### config.mk
export PLATFORM = sky130hd
export DESIGN_NAME = eq_nband_tdm
export DESIGN_NICKNAME = d
export VERILOG_FILES = /design/src/rtl/eq_pkg.sv /design/src/rtl/eq_mac.sv /design/src/rtl/eq_nband_tdm.sv
export SDC_FILE = /design/constraint.sdc
export NUM_CORES = 2
export LEC_CHECK = 0
export BUFFER_PORTS_ARGS = -buffer_cell sky130_fd_sc_hd__buf_4
export CORE_MARGIN = 3
export CORE_UTILIZATION = 50
export CTS_BUF_LIST = sky130_fd_sc_hd__clkbuf_4
export CTS_CLUSTER_SIZE = 14
export DETAILED_ROUTE_END_ITERATION = 6
export HOLD_SLACK_MARGIN = 0.02
export PLACE_DENSITY_LB_ADDON = 0.1
export REMOVE_ABC_BUFFERS = 1
export SYNTH_ARGS = -nofsm -noshare
export SYNTH_HDL_FRONTEND = slang
export SYNTH_SLANG_ARGS = --single-unit
### constraint.sdc
create_clock -name i_clk -period 25 [get_ports i_clk]
set_input_delay 3.75 -clock i_clk [delete_from_list [all_inputs] [get_ports i_clk]]
set_output_delay 3.75 -clock i_clk [all_outputs]
set_load 0.01 [all_outputs]
### src/rtl/eq_pkg.sv
// eq_pkg: shared types, config selectors and arithmetic helpers for the TDM equalizer
package eq_pkg;
   typedef enum logic [2:0] {IDLE, MAC, BAND, FINAL, OUT} state_t;
   localparam logic CFG_COEF = 1'b0;
   localparam logic CFG_GAIN = 1'b1;
   function automatic int acc_w(input int dw, input int cw, input int nt);
      return dw + cw + $clog2(nt);
   endfunction
   function automatic int sum_w(input int dw, input int gw, input int nb);
      return dw + gw + $clog2(nb);
   endfunction
   function automatic int idx_w(input int n);
      return n > 1 ? $clog2(n) : 1;
   endfunction
   function automatic int max_w(input int a, input int b);
      return a > b ? a : b;
   endfunction
   // clamps v to the signed range of a w-bit value; caller truncates to w bits
   function automatic logic signed [63:0] sat(input logic signed [63:0] v, input int w);
      logic signed [63:0] hi;
      logic signed [63:0] lo;
      hi = (64'sd1 <<< (w - 1)) - 64'sd1;
      lo = -(64'sd1 <<< (w - 1));
      return v > hi ? hi : v < lo ? lo : v;
   endfunction
endpackage

### src/rtl/eq_mac.sv
// eq_mac: signed multiplier feeding an accumulator with synchronous clear and enable
module eq_mac #(
   parameter int A_W   = 16,
   parameter int B_W   = 16,
   parameter int ACC_W = 36
) (
   input  logic                    i_clk,
   input  logic                    i_rst_n,
   input  logic                    i_clr,
   input  logic                    i_en,
   input  logic signed [A_W-1:0]   i_a,
   input  logic signed [B_W-1:0]   i_b,
   output logic signed [ACC_W-1:0] o_acc
);
   logic signed [A_W+B_W-1:0] w_prod;
   assign w_prod = i_a * i_b;
   always_ff @(posedge i_clk)
      if (!i_rst_n || i_clr) o_acc <= '0;
      else if (i_en) o_acc <= o_acc + ACC_W'(w_prod);
endmodule

### src/rtl/eq_nband_tdm.sv
// eq_nband_tdm: N-band FIR equalizer, one shared tap multiplier, programmable coefs and gains
module eq_nband_tdm
   import eq_pkg::*;
#(
   parameter int DATA_W    = 16,
   parameter int COEF_W    = 16,
   parameter int GAIN_W    = 8,
   parameter int GAIN_FRAC = 4,
   parameter int NUM_BANDS = 8,
   parameter int NUM_TAPS  = 15
) (
   input  logic                                  i_clk,
   input  logic                                  i_rst_n,
   input  logic                                  i_in_valid,
   output logic                                  o_in_ready,
   input  logic [DATA_W-1:0]                     i_in_data,
   output logic                                  o_out_valid,
   input  logic                                  i_out_ready,
   output logic [DATA_W-1:0]                     o_out_data,
   input  logic                                  i_cfg_we,
   input  logic                                  i_cfg_sel,
   input  logic [idx_w(NUM_BANDS)-1:0]           i_cfg_band,
   input  logic [idx_w(NUM_TAPS)-1:0]            i_cfg_tap,
   input  logic [max_w(COEF_W, GAIN_W)-1:0]      i_cfg_data,
   output logic                                  o_cfg_busy
);
   localparam int ACC_W = acc_w(DATA_W, COEF_W, NUM_TAPS);
   localparam int SUM_W = sum_w(DATA_W, GAIN_W, NUM_BANDS);
   localparam int BW    = idx_w(NUM_BANDS);
   localparam int TW    = idx_w(NUM_TAPS);

   state_t                     r_state;
   logic [BW-1:0]              r_band;
   logic [TW-1:0]              r_tap;
   logic signed [DATA_W-1:0]   r_d [NUM_TAPS];
   logic signed [COEF_W-1:0]   r_coef [NUM_BANDS][NUM_TAPS];
   logic signed [GAIN_W-1:0]   r_gain [NUM_BANDS];
   logic signed [SUM_W-1:0]    r_sum;
   logic signed [DATA_W-1:0]   r_out;
   logic                       r_out_valid;

   logic signed [ACC_W-1:0]         w_acc;
   logic signed [DATA_W-1:0]        w_band;
   logic signed [DATA_W+GAIN_W-1:0] w_bg;
   logic signed [DATA_W-1:0]        w_fin;

   eq_mac #(.A_W(DATA_W), .B_W(COEF_W), .ACC_W(ACC_W)) u_mac (
      .i_clk   (i_clk),
      .i_rst_n (i_rst_n),
      .i_clr   (r_state == IDLE || r_state == BAND),
      .i_en    (r_state == MAC),
      .i_a     (r_d[r_tap]),
      .i_b     (r_coef[r_band][r_tap]),
      .o_acc   (w_acc)
   );

   assign w_band = DATA_W'(sat(64'(w_acc >>> (COEF_W - 1)), DATA_W));
   assign w_bg   = w_band * r_gain[r_band];
   assign w_fin  = DATA_W'(sat(64'(r_sum >>> GAIN_FRAC), DATA_W));

   assign o_in_ready  = r_state == IDLE;
   assign o_cfg_busy  = r_state != IDLE;
   assign o_out_valid = r_out_valid;
   assign o_out_data  = r_out;

   always_ff @(posedge i_clk) begin
      if (!i_rst_n) begin
         r_state     <= IDLE;
         r_band      <= '0;
         r_tap       <= '0;
         r_sum       <= '0;
         r_out       <= '0;
         r_out_valid <= 1'b0;
         for (int k = 0; k < NUM_TAPS; k++) r_d[k] <= '0;
         for (int b = 0; b < NUM_BANDS; b++) begin
            r_gain[b] <= GAIN_W'(1 << GAIN_FRAC);
            for (int t = 0; t < NUM_TAPS; t++) r_coef[b][t] <= '0;
         end
      end else begin
         // writes land on the accept edge too, so the new value serves that sample
         if (i_cfg_we && r_state == IDLE && int'(i_cfg_band) < NUM_BANDS) begin
            if (i_cfg_sel == CFG_GAIN) r_gain[i_cfg_band] <= i_cfg_data[GAIN_W-1:0];
            else if (int'(i_cfg_tap) < NUM_TAPS) r_coef[i_cfg_band][i_cfg_tap] <= i_cfg_data[COEF_W-1:0];
         end
         case (r_state)
            IDLE:
               if (i_in_valid) begin
                  r_d[0] <= i_in_data;
                  for (int k = 1; k < NUM_TAPS; k++) r_d[k] <= r_d[k-1];
                  r_sum   <= '0;
                  r_band  <= '0;
                  r_tap   <= '0;
                  r_state <= MAC;
               end
            MAC: begin
               r_tap <= r_tap + 1'b1;
               if (r_tap == TW'(NUM_TAPS - 1)) begin
                  r_tap   <= '0;
                  r_state <= BAND;
               end
            end
            BAND: begin
               r_sum <= r_sum + SUM_W'(w_bg);
               if (r_band == BW'(NUM_BANDS - 1)) r_state <= FINAL;
               else begin
                  r_band  <= r_band + 1'b1;
                  r_state <= MAC;
               end
            end
            FINAL: begin
               r_out       <= w_fin;
               r_out_valid <= 1'b1;
               r_state     <= OUT;
            end
            OUT:
               if (i_out_ready) begin
                  r_out_valid <= 1'b0;
                  r_state     <= IDLE;
               end
            default: r_state <= IDLE;
         endcase
      end
   end
endmodule

==> impl_metrics.xml <==
<?xml version="1.0" encoding="UTF-8"?>
<metrics>
  <group name="critical_path">
    <metric name="cp_data_required_time" unit="ns">26.23</metric>
    <metric name="worst-endpoint-arrival" unit="ns">13.05</metric>
    <metric name="critPathMostFrequentCell" unit="">fa_1</metric>
    <metric name="rr_endpoint" unit="">u_mac.o_acc[33]$_SDFFE_PP0P_</metric>
    <metric name="timing.critical_path.to" unit="">u_mac.o_acc[33]$_SDFFE_PP0P_</metric>
    <metric name="critical_path.slowest_cell" unit="">a311oi_1</metric>
    <metric name="start_kind" unit="">flip-flop</metric>
    <metric name="critical_path.max_stage_delay" unit="ns">0.89</metric>
    <metric name="worst-r2r-setup-slack" unit="ns">13.18</metric>
    <metric name="timing.critical_path.to_type" unit="">flip-flop</metric>
    <metric name="worstPathMaxFanout" unit="">100</metric>
    <metric name="ff2ff_path_depth" unit="">32</metric>
    <metric name="worstSetupPathType" unit="">reg -&gt; reg</metric>
  </group>
  <group name="route">
    <metric name="detailedRoute.firstIterationViolations" unit="">7000</metric>
    <metric name="via_per_instance_ratio" unit="">5.73</metric>
    <metric name="drt_pre_antenna_iters" unit="">5</metric>
    <metric name="routed_wire_length_per_instance" unit="um">26.6</metric>
    <metric name="vias" unit="">71600</metric>
    <metric name="drt.antenna.violating_nets" unit="">0</metric>
    <metric name="route.final.wire_length" unit="um">333000</metric>
    <metric name="detail_route.drc_violations" unit="">0</metric>
  </group>
  <group name="clock_tree">
    <metric name="hold_buffers" unit="">0</metric>
    <metric name="tritoncts" unit="">built</metric>
    <metric name="cts.root.buffer_cell" unit="">clkbuf_4</metric>
    <metric name="clock_buffers_created_by_tritoncts" unit="">637</metric>
    <metric name="clk_pin_slew_worst_paths" unit="ns">0.07</metric>
    <metric name="post_cts_resize_count" unit="">0</metric>
    <metric name="cts_setup_buffers" unit="">0</metric>
    <metric name="numClockSinks" unit="">2321</metric>
    <metric name="clock_insertion_delay_worst_skew" unit="ns">1.42</metric>
    <metric name="number_of_levels_in_the_clock_h_tree" unit="">6</metric>
    <metric name="clk_path_buf_depth" unit="">4</metric>
  </group>
  <group name="power">
    <metric name="power.clock.fraction" unit="%">23.5</metric>
    <metric name="power" unit="mW">14.7</metric>
    <metric name="p_leak" unit="nW">51.1</metric>
    <metric name="seqPwrFrac" unit="%">31.0</metric>
    <metric name="powerDensity" unit="nW/um2">110</metric>
    <metric name="maximum_ir_drop_on_the_vdd_rail" unit="uV">203</metric>
    <metric name="power.combinational.fraction" unit="%">45.5</metric>
    <metric name="switching_part_of_the_total" unit="%">38.1</metric>
    <metric name="switchingPower" unit="mW">5.58</metric>
    <metric name="cellInternalPower" unit="mW">9.07</metric>
  </group>
  <group name="floorplanning">
    <metric name="placement_rows" unit="">180</metric>
    <metric name="io-pin-count" unit="">64</metric>
    <metric name="floorplan.die.width" unit="um">500</metric>
    <metric name="initial_utilization" unit="%">50.5</metric>
    <metric name="die-area" unit="um2">250000</metric>
    <metric name="die_h" unit="um">500</metric>
    <metric name="floorplan_core_area" unit="um2">242000</metric>
  </group>
  <group name="grt">
    <metric name="grt_pass1_wl" unit="um">500000</metric>
    <metric name="gr-usage-all-layers" unit="%">26.9</metric>
    <metric name="grt_pass1_vias" unit="">75900</metric>
    <metric name="grt_antenna_before_repair" unit="">13</metric>
    <metric name="largest_net_degree_at_the_start_of_global_routing" unit="">182</metric>
    <metric name="grt-ovfl-total" unit="">0</metric>
  </group>
  <group name="placed_design">
    <metric name="globalplace.congestion" unit="">0.846</metric>
    <metric name="numPlacedInstances" unit="">11400</metric>
    <metric name="hpwl_after_detailed_placement" unit="um">207000</metric>
    <metric name="post-place-ws" unit="ns">13.36</metric>
    <metric name="place.port_buffers" unit="">63</metric>
  </group>
  <group name="synth">
    <metric name="ys.flop_type" unit="">edfxtp_1</metric>
    <metric name="post_synth_num_cell_types" unit="">77</metric>
    <metric name="synth_top_area_share" unit="%">54.7</metric>
    <metric name="ys.warnings.count" unit="">0</metric>
    <metric name="postSynthRegisterBits" unit="">2321</metric>
    <metric name="yosysSeqAreaShare" unit="%">56.3</metric>
    <metric name="synth_largest_area_cell" unit="">edfxtp_1</metric>
    <metric name="synthesis.instances" unit="">8607</metric>
    <metric name="mappedNetlistArea" unit="um2">122000</metric>
    <metric name="synth_enable_flop_cells" unit="">2224</metric>
    <metric name="synth.area.top_cells" unit="">edfxtp_1 (55%), mux4_2 (12%), and2_1 (12%)</metric>
    <metric name="asyncSetResetFlopFracSynth" unit="%">0</metric>
    <metric name="yosys.cell_count.top_type" unit="">and2_1</metric>
    <metric name="synthesis.area_per_instance" unit="um2">14.2</metric>
    <metric name="yosys-top-cells-count" unit="">and2_1 (2,318), edfxtp_1 (2,224), mux4_2 (644), inv_1 (525), clkbuf_1 (518)</metric>
  </group>
  <group name="timing">
    <metric name="slew_violations" unit="">0</metric>
    <metric name="slew_headroom" unit="%">11.2</metric>
    <metric name="tightest_slew" unit="ns">1.33</metric>
    <metric name="max_freq" unit="MHz">84.6</metric>
    <metric name="rsz0062_at_grt" unit="">false</metric>
    <metric name="layout_worst_path_cycle_share" unit="%">47.3</metric>
    <metric name="final-hold-violation-count" unit="">0</metric>
    <metric name="final-setup-viol-count" unit="">0</metric>
    <metric name="layout_setup_ws" unit="ns">13.18</metric>
    <metric name="final_skew" unit="ns">0.148</metric>
    <metric name="fin_hold_ws" unit="ns">0.461</metric>
    <metric name="final.min_clock_period" unit="ns">11.82</metric>
  </group>
  <group name="worst_hold_path">
    <metric name="worst_hold_path.num_cells" unit="">2</metric>
    <metric name="worstHoldPathType" unit="">reg -&gt; reg</metric>
  </group>
  <group name="cells_and_area">
    <metric name="num-nets-final" unit="">9563</metric>
    <metric name="synthToLayoutAreaGrowth" unit="%">9.48</metric>
    <metric name="layout-drive-gt1-share" unit="%">21.8</metric>
    <metric name="layout.cells.non_filler" unit="">12500</metric>
  </group>
  <group name="run_status">
    <metric name="run_status" unit="">completed</metric>
  </group>
  <group name="job">
    <metric name="cap_viol_max_count" unit="">0</metric>
  </group>
</metrics>
[flip-flops by register name (all words and copies together), names as in the netlist, named ones only]
signal       flops
r_band           3
r_coef        1920
r_d            240
r_sum           27
r_tap            4
o_out_data      16
r_gain          64
o_out_valid      1
r_state          3
u_mac.o_acc     36
[stage by stage]
step                instance area (um2)  setup TNS, ns  utilization (%)
finish                           134000              0             55.3
detailed placement               126000              0             52.1
global route                     134000              0             55.3
CTS                              134000              0             55.3
global placement                 126000              0             52.1
floorplan                        119000         -79.97                -
[critical path, delay by kind of cell (launching register included)]
family	cells	cell delay, ns
multiplexers	2	0.60
AND/OR/NAND/NOR	4	1.05
AO/OA/AOI/OAI	9	2.70
buffers and inverters	10	3.10
flip-flops	1	0.51
adder cells (fa/ha/maj)	7	3.50
[power by group through the flow]
stage,clock (mW),combinational (mW),sequential (mW)
2_1_floorplan,0,5.16,4.61
3_3_place_gp,0,6.59,4.62
3_5_place_dp,0,6.67,4.63
4_1_cts,3.52,6.72,4.54
5_1_grt,3.72,7.67,4.56
6_report,3.44,6.67,4.54
[worst min-delay path by stage]
stage                                     start                           to  slack, ns
floorplan                r_sum[19]$_SDFFE_PN0P_       r_sum[19]$_SDFFE_PN0P_       0.43
global placement         r_sum[21]$_SDFFE_PN0P_       r_sum[21]$_SDFFE_PN0P_       0.44
CTS                 u_mac.o_acc[0]$_SDFFE_PP0P_  u_mac.o_acc[0]$_SDFFE_PP0P_       0.46
finish               o_out_data[0]$_SDFFE_PN0P_   o_out_data[0]$_SDFFE_PN0P_       0.46
global route        u_mac.o_acc[7]$_SDFFE_PP0P_  u_mac.o_acc[7]$_SDFFE_PP0P_       0.47
detailed placement       r_sum[21]$_SDFFE_PN0P_       r_sum[21]$_SDFFE_PN0P_       0.45
[kinds of logic after synthesis]
logic type / after synthesis / synth area share (%)
fa+ha+maj: 625 / 9.19
simple gates: 3158 / 14.9
mux: 725 / 12.5
xor+xnor: 58 / 0.416
compound gates: 515 / 2.62
flops: 2321 / 56.3
buf+inv: 1205 / 4.05
[cell usage in the layout (no fill, tap or decap), types with 10 or more instances in the layout]
| cell | instances |
|---|---|
| nand2b_1 | 20 |
| mux4_2 | 644 |
| a31oi_1 | 10 |
| xor2_1 | 11 |
| bufinv_16 | 10 |
| o221ai_1 | 13 |
| xnor2_1 | 47 |
| a21boi_0 | 18 |
| fa_1 | 454 |
| nor2_1 | 275 |
| ha_1 | 171 |
| inv_2 | 15 |
| a211oi_1 | 16 |
| clkinv_1 | 46 |
| mux2i_1 | 72 |
| dfxtp_1 | 89 |
| nand2_1 | 341 |
| clkbuf_4 | 964 |
| and2_1 | 2318 |
| and3_1 | 14 |
| a21o_1 | 31 |
| diode_2 | 20 |
| nand3_1 | 37 |
| nor3_1 | 11 |
| a21oi_1 | 98 |
| o21ai_0 | 90 |
| nor2b_1 | 90 |
| a22oi_1 | 18 |
| inv_1 | 525 |
| or3_1 | 11 |
| o21ai_1 | 123 |
| edfxtp_1 | 2224 |
| buf_4 | 317 |
[layer usage]
| layer | track usage [%] | share of wire, % | vias up | routed length (um) |
|---|---|---|---|---|
| li1 | - | - | 31200 | - |
| met1 | 36.7 | 41 | 37300 | 137000 |
| met2 | 44.5 | 49 | 2566 | 165000 |
| met3 | 4.73 | 6.7 | 557 | 22300 |
| met4 | 8.00 | 2.7 | 2 | 8930 |
| met5 | 0 | 0.0060 | - | 20 |
[layout make-up]
class	count	area (um2)
Antenna cell	20	50.0
Tap cell	3185	3990
Timing Repair Buffer	325	2530
Inverter	527	1990
Clock buffer	964	7240
Multi-Input combinational cell	5081	48500
Clock inverter	85	637
Fill cell	19800	108000
Sequential cell	2321	68800
(Power assumes the default switching activity.)
